==> config.mk <==
export PLATFORM = sky130hd
export DESIGN_NAME = riscv_vec_dmem_arbiter
export DESIGN_NICKNAME = d
export VERILOG_FILES = /design/src/rtl/riscv_vec_dmem_arbiter.sv
export SDC_FILE = /design/constraint.sdc
export NUM_CORES = 1
export LEC_CHECK = 0
export BUFFER_PORTS_ARGS = -buffer_cell sky130_fd_sc_hd__buf_2
export CAP_MARGIN = 10
export CORE_AREA = 2 2 206 208
export CTS_CLUSTER_DIAMETER = 50
export DETAILED_ROUTE_END_ITERATION = 6
export DIE_AREA = 0 0 208 210
export SETUP_SLACK_MARGIN = 0.02
export SLEW_MARGIN = 20
export SYNTH_ARGS = -nofsm -noshare
export SYNTH_HDL_FRONTEND = slang
export SYNTH_SLANG_ARGS = --single-unit
==> constraint.sdc <==
create_clock -name clk -period 3.4 [get_ports clk]
set_clock_uncertainty 0.05 [all_clocks]
set_input_delay 0.68 -clock clk [delete_from_list [all_inputs] [get_ports clk]]
set_output_delay 0.68 -clock clk [all_outputs]
set_load 0.05 [all_outputs]
==> src/rtl/riscv_vec_dmem_arbiter.sv <==
// Round-robin merge of four vector-lane data-memory ports onto one memory port.
// A tag FIFO of granted lane indices steers in-order responses back to their lane.
module riscv_vec_dmem_arbiter #(
    parameter int p_max_out = 4
) (
    input  logic        clk,
    input  logic        reset,

    input  logic [66:0] lreq_msg_0,
    input  logic [66:0] lreq_msg_1,
    input  logic [66:0] lreq_msg_2,
    input  logic [66:0] lreq_msg_3,
    input  logic        lreq_val_0,
    input  logic        lreq_val_1,
    input  logic        lreq_val_2,
    input  logic        lreq_val_3,
    output logic        lreq_rdy_0,
    output logic        lreq_rdy_1,
    output logic        lreq_rdy_2,
    output logic        lreq_rdy_3,

    output logic [34:0] lresp_msg_0,
    output logic [34:0] lresp_msg_1,
    output logic [34:0] lresp_msg_2,
    output logic [34:0] lresp_msg_3,
    output logic        lresp_val_0,
    output logic        lresp_val_1,
    output logic        lresp_val_2,
    output logic        lresp_val_3,

    output logic [66:0] memreq_msg,
    output logic        memreq_val,
    input  logic        memreq_rdy,

    input  logic [34:0] memresp_msg,
    input  logic        memresp_val,

    output logic        err
);

    localparam int AW = $clog2(p_max_out);
    localparam int CW = AW + 1;

    logic [66:0]   req_msg [4];
    logic [3:0]    req_val;
    logic [3:0]    req_rdy;
    logic [3:0]    resp_val;

    logic [1:0]    ptr_reg, ptr_next;
    logic [AW-1:0] wr_ptr_reg, wr_ptr_next;
    logic [AW-1:0] rd_ptr_reg, rd_ptr_next;
    logic [CW-1:0] count_reg, count_next;
    logic          err_reg, err_next;
    logic [1:0]    tag_mem [p_max_out];

    logic [1:0]    gnt;
    logic [1:0]    head;
    logic          any_val;
    logic          full;
    logic          empty;
    logic          fire;
    logic          pop;
    logic          spurious;

    assign req_msg[0] = lreq_msg_0;
    assign req_msg[1] = lreq_msg_1;
    assign req_msg[2] = lreq_msg_2;
    assign req_msg[3] = lreq_msg_3;
    assign req_val    = {lreq_val_3, lreq_val_2, lreq_val_1, lreq_val_0};

    // First valid lane at or after the round-robin pointer.
    always_comb begin
        logic       found;
        logic [1:0] idx;
        gnt   = ptr_reg;
        found = 1'b0;
        idx   = '0;
        for (int k = 0; k < 4; k++) begin
            idx = ptr_reg + k[1:0];
            if (!found && req_val[idx]) begin
                gnt   = idx;
                found = 1'b1;
            end
        end
    end

    assign any_val  = |req_val;
    assign full     = (count_reg == CW'(p_max_out));
    assign empty    = (count_reg == '0);
    assign head     = tag_mem[rd_ptr_reg];

    // Reset gating keeps every handshake quiet while reset is held low.
    assign memreq_val = reset & any_val & ~full;
    assign memreq_msg = req_msg[gnt];
    assign fire       = memreq_val & memreq_rdy;
    assign pop        = reset & memresp_val & ~empty;
    assign spurious   = reset & memresp_val & empty;

    generate
        for (genvar gi = 0; gi < 4; gi++) begin : g_lane
            assign req_rdy[gi]  = fire & (gnt == 2'(gi));
            assign resp_val[gi] = pop & (head == 2'(gi));
        end
    endgenerate

    assign lreq_rdy_0  = req_rdy[0];
    assign lreq_rdy_1  = req_rdy[1];
    assign lreq_rdy_2  = req_rdy[2];
    assign lreq_rdy_3  = req_rdy[3];
    assign lresp_val_0 = resp_val[0];
    assign lresp_val_1 = resp_val[1];
    assign lresp_val_2 = resp_val[2];
    assign lresp_val_3 = resp_val[3];
    assign lresp_msg_0 = memresp_msg;
    assign lresp_msg_1 = memresp_msg;
    assign lresp_msg_2 = memresp_msg;
    assign lresp_msg_3 = memresp_msg;
    assign err         = err_reg;

    always_comb begin
        ptr_next    = ptr_reg;
        wr_ptr_next = wr_ptr_reg;
        rd_ptr_next = rd_ptr_reg;
        count_next  = count_reg;
        err_next    = err_reg | spurious;
        if (fire) begin
            ptr_next    = gnt + 2'd1;
            wr_ptr_next = wr_ptr_reg + AW'(1);
        end
        if (pop) begin
            rd_ptr_next = rd_ptr_reg + AW'(1);
        end
        case ({fire, pop})
            2'b10:   count_next = count_reg + CW'(1);
            2'b01:   count_next = count_reg - CW'(1);
            default: count_next = count_reg;
        endcase
    end

    always_ff @(posedge clk or negedge reset) begin
        if (!reset) begin
            ptr_reg    <= '0;
            wr_ptr_reg <= '0;
            rd_ptr_reg <= '0;
            count_reg  <= '0;
            err_reg    <= 1'b0;
        end else begin
            ptr_reg    <= ptr_next;
            wr_ptr_reg <= wr_ptr_next;
            rd_ptr_reg <= rd_ptr_next;
            count_reg  <= count_next;
            err_reg    <= err_next;
        end
    end

    // Tag storage needs no reset: an entry is only read after it has been written.
    always_ff @(posedge clk) begin
        if (fire) begin
            tag_mem[wr_ptr_reg] <= gnt;
        end
    end

endmodule

After elaboration in Yosys (flattened, before gate mapping)
Memory sizes are Yosys's and may differ from the RTL's.
Index checks and enable logic that the tools add are counted.

cells by class
  muxes and demuxes = 20
  bitwise logic cells = 18
  reduce and logical (&&, ||, !) cells = 11
  equality and inequality tests = 9
  $mul = 0
  magnitude comparators = 5
  $add $sub $neg = 8
  divide/modulo/power cells = 0
  shift operators = 0

operators with widths
  kind                                                                    number
  67-bit binary-select mux with 2-bit select                              1
  67-bit two-way mux                                                      2
  1-bit AND                                                               14
  2-bit by 3-bit < comparator with 1-bit output (second input constant)   4
  2-bit equality test (second input constant)                             5
  1-bit two-way mux                                                       9
  2-bit by 1-bit adder with 2-bit output (second input constant)          4
  1-bit binary-select mux with 2-bit select                               4
  2-bit by 1-bit equality test with 1-bit output (second input constant)  3
  2-bit two-way mux                                                       3
  3-bit one-hot mux with 2 select lines                                   1
  2-bit adder (second input constant)                                     2
  2-bit logical NOT                                                       2
  4-bit OR reduction                                                      1
  3-bit by 1-bit adder with 3-bit output (second input constant)          1
  3-bit equality test (second input constant)                             1
  3-bit >= comparator (second input constant)                             1
  1-bit logical AND                                                       3
  1-bit logical NOT                                                       3
  3-bit logical NOT                                                       1
  2-bit inverter with 3-bit output                                        1
  3-bit by 1-bit subtractor with 3-bit output (second input constant)     1
  1-bit inverter                                                          2
  2-bit nonzero test                                                      1
  1-bit bitwise OR                                                        1

storage, ports and cells
  memories = 1
  register bits = 10
  bits in read-only memories = 0
  logic and storage cells = 77
  bits in writable memories = 8
  bits in latches = 0
  input port bits = 311

memory list
  memory   words  bits a word  rd ports  clocked after memory_dff  write ports  line  RTL
  tag_mem  4      2            1         0                         1            54    logic [1:0] tag_mem [p_max_out];

Logic depth before layout (Yosys ltp)
  depth in word-level cells = 16
  depth in mapped cells = 11
  mapped depth without buffers = 10

Worst setup path after synthesis
OpenSTA, ideal clock, no wires.

  path type = reg-to-output
  from = register rd_ptr_reg[0]
  to = output lresp_val_2
  cell stages (with the launch flop) = 3
  data required time = 2670 ps
  buffers on the path = 0
  setup slack = 71 ps
  arrival = 2599 ps
  cells stage by stage = dfrtp_1 mux4_2 nor4b_1

between the ends
  word-level cells in the longest chain between the ends = 3

RTL lines
  element                 line  RTL
  from (decl)             51    logic [AW-1:0] rd_ptr_reg, rd_ptr_next;
  from (signal assigned)  150   rd_ptr_reg <= rd_ptr_next;
  memory 4 x 2 bit        n/a
  2-bit equality test     102   assign resp_val[gi] = pop & (head == 2'(gi));
  1-bit AND               102
  to (decl)               28    output logic lresp_val_2,

No other way between the ends.

Final worst setup path
  from = input lreq_val_2
  to = output memreq_msg[9]

between the ends
  word-level cells in the longest chain between the ends = 16

RTL lines
  element                                                   line  RTL
  from (decl)                                               15    input logic lreq_val_2,
  1-bit binary-select mux with 2-bit select                 80    if (!found && req_val[idx]) begin
  1-bit two-way mux (not written as such)                   80
  1-bit two-way mux                                         80
  1-bit logical NOT                                         80
  1-bit logical AND                                         80
  1-bit two-way mux                                         80
  1-bit logical NOT                                         80
  1-bit logical AND                                         80
  1-bit two-way mux                                         80
  1-bit logical NOT                                         80
  1-bit logical AND                                         80
  2-bit two-way mux *                                       80
  2-bit inverter with 3-bit output (not written as such) *  94    assign memreq_msg = req_msg[gnt];
  67-bit binary-select mux with 2-bit select *              94
  67-bit two-way mux (not written as such) * (2 in series)  94
  to (decl)                                                 31    output logic [66:0] memreq_msg,

Every way passes the cells marked *; elsewhere a longest branch is shown, timed or not. The select of a mux whose other input is x is not followed.

==> metrics.md <==
| Metric | Value |
|---|---|
| Routed Wire Length | `17100 µm` |
| Fin Setup TNS | `0 ns` |
| Pre-CTS WS | `between 0.03 and 0.04 ns` |
| Storage element area | `490 µm²` |
| Post-route setup slack | `0.141 ns` |
| HPWL Detailed | `~15000 µm` |
| Worst hold margin | `between 0.2 and 0.3 ns` |
| Flop and latch count out of synthesis | `18` |
| Pin count of the biggest net entering global routing | `45` |
| Die Area | `43700 µm²` |
| Total power | `5840 µW` |
| # rows | `75` |
| Vias in the first global route | `between 4000 and 5000` |
| Wirelength per Cell | `approximately 13 µm` |
| Final nets | `1064` |
| CP required | `between 2 and 3 ns` |
| RSZ-0062 raised after global routing | `false` |
| DR vias/cell | `3.51` |
| PortBufs | `~350` |
| Max Fclk | `slightly above 0.3 GHz` |
| CP Launch Point | `lreq_val_2` |
| First-pass GRT wire length | `approximately 24000 µm` |
| Hold buffer count at cts | `0` |
| Status | `complete, no violations` |
| Antenna violations before repair | `3` |
| Most used cell, CP | `buf_2` |
| Worst vdd ir | `approximately 0.5 mV` |
| Initial Utilization | `~11%` |
| CP cell instances | `buf_2 -> nor2b_1 -> a21o_1 -> a211oi_4 -> buf_12 -> buf_4 -> a21oi_1 -> a22oi_2 -> buf_2` |
| Rel. slew slack | `about 72%` |
| # fillers | `roughly 4700` |
| CP peak stage delay | `between 0.3 and 0.4 ns` |
| Clk_lat worst skew | `around 0.25 ns` |
| Number of synthesized flops with an enable pin | `8` |
| Leakage Power | `0.00296 µW` |
| Global Route Usage Sum | `under 10%` |
| Multi-input gate area | `roughly 2800 µm²` |
| Fraction of registers with async set/reset | `approximately 56%` |
| Cells after Synth | `approximately 530` |
| Pwr per Cell Area | `around 940 nW/µm²` |
| Root buffer cell | `clkbuf_16` |
| Gr ovfl total | `0` |
| Mapped cell area | `4680 µm²` |
| Share of cells above drive strength 1 | `62.4%` |
| Synthesized area per cell | `8.80 µm²` |
| Mapped Nets | `roughly 850` |
| CTS tree | `yes` |
| Crit path time final | `between 3 and 4 ns` |
| Reg2reg start | `ptr_reg[1]$_DFFE_PN0P_` |
| H-tree Lvls | `1` |
| Critical path startpoint category | `input pin` |
| Post-synth cell types | `38` |
| Gpl congestion | `roughly 0.90` |
| Warnings from Yosys | `0` |
| Slowest-stage cell, CP | `a211oi_4` |
| Fin util | `between 10% and 20%` |
| First-pass detailed-route iteration total | `6` |
| Critical path arrival | `2.53 ns` |
| Die height | `approximately 210 µm` |
| Layout area overhead | `33.0%` |
| Max-cap check violation count | `0` |
| Clock buffer depth | `2` |
| Fin. Hold Viols | `0` |
| Largest register FFs | `8` |
| Chip Width | `about 210 µm` |
| Initial DRC count | `90` |
| Crit path buf inv count | `4` |
| Core Area | `just over 40000 µm²` |
| Period utilization | `around 96%` |
| Worst Path Max Fanout | `27` |
| Dominant synthesized flop cell | `dfrtp_1` |
| Top Ports | `528` |
| Clock sink count | `18` |
| Vias | `4495` |
| Seq/Total Area, Yosys | `a little over a tenth` |
| Setup violators final | `0` |
| Crit end category | `primary output` |
| Worst hold path class | `in -> async` |
| Routed Antenna Nets | `0` |
| TritonCTS Buffers | `3` |
| Max Slew Vio Count | `0` |
| Clock transition at the registers of the reported paths | `approximately 0.050 ns` |
| CP Class | `in -> out` |
| Worst-Margin Slew | `0.417 ns` |
| DRC Markers | `0` |
| CP top delay family | `buffers and inverters` |
[report_power, final]
| group | switching, µW | internal [µW] | leakage, µW |
|---|---|---|---|
| sequential | 68.0 | 314 | 0.000188 |
| combinational | 3410 | 1820 | 0.00273 |
| clock | 79.3 | 156 | 0.0000385 |
| total | 3560 | 2290 | 0.00296 |
[path summary, 6_finish.rpt]
kind | endpoint | slack, ns | cells after the start
max | memreq_msg[9] | 0.14 | 9
max reg2reg | ptr_reg[1]$_DFFE_PN0P_ | 1.04 | 6
min | err$_DFF_PN0_ | 0.26 | 1
min reg2reg | err$_DFF_PN0_ | 0.41 | 1
max in group asynchronous | ptr_reg[1]$_DFFE_PN0P_ | 2.81 | 1
min in group clk | err$_DFF_PN0_ | 0.41 | 1
[placed cells by master, fill, tap and decap left out, drive strengths merged, types with 3 or more instances in the layout]
| cell type | Yosys | final |
|---|---|---|
| xnor2 | 3 | 3 |
| buf | 172 | 381 |
| xor2 | 3 | 3 |
| a21oi | 69 | 69 |
| nor2 | 5 | 5 |
| clkbuf | 6 | 6 |
| mux2i | 68 | 68 |
| inv | 10 | 10 |
| ha | 9 | 9 |
| edfxtp | 8 | 8 |
| dfrtp | 10 | 10 |
| nand2 | 4 | 4 |
| nand2b | 69 | 69 |
| and3 | 9 | 9 |
| a22oi | 67 | 67 |
[cells in the mapped netlist (4+ instances only)]
master    instances  share of area, %
a21oi_1          69               7.4
a22oi_2          67                18
and3_1            9               1.2
buf_12            8               3.4
buf_2            16               1.7
buf_4           146                23
clkbuf_4          6              0.96
dfrtp_1          10               5.3
edfxtp_1          8               5.1
ha_1              9               2.4
inv_1             8              0.64
mux2i_1          68                15
nand2_1           4              0.32
nand2b_1         69               9.2
nor2_1            5              0.40
[logic make-up after synthesis]
logic type | after synthesis | synth area share [%]
buffers and inverters | 188 | 30.8
adders and majority gates | 10 | 2.83
AOI/OAI and AO/OA | 145 | 27.0
xor gates and xnor gates | 6 | 1.12
DFF | 18 | 10.5
muxes | 71 | 15.7
and+or+nand+nor | 94 | 12.1
[area by class of cell]
cell class,count,share of cell area (%)
diodes,1,0.0402
clock buffers,3,1.20
clock inverters,1,0.0602
inverters,10,0.602
multi-input cells,326,44.6
flip-flops and latches,18,7.87
well taps,539,10.8
repair buffers,384,34.8
[timing repair]
action / CTS / global route
setup buffers: 0 / 1
endpoints found under the setup margin: 0 / 8
gates resized for setup: 0 / 4
[metrics by stage]
stage                     cells  cell area, µm²
final                      1282            6230
after detailed placement   1275            6100
after floorplan             532            4680
after global routing       1282            6230
after CTS                  1279            6180
after global placement     1275            6100
[layer usage]
layer  wire (µm)  global-route usage [%]
met5           9                       0
met4        1120                    4.67
met3        1510                    1.45
met2        8780                    13.1
met1        5710                    6.77
No activity file was read; power rests on OpenSTA's default activity.
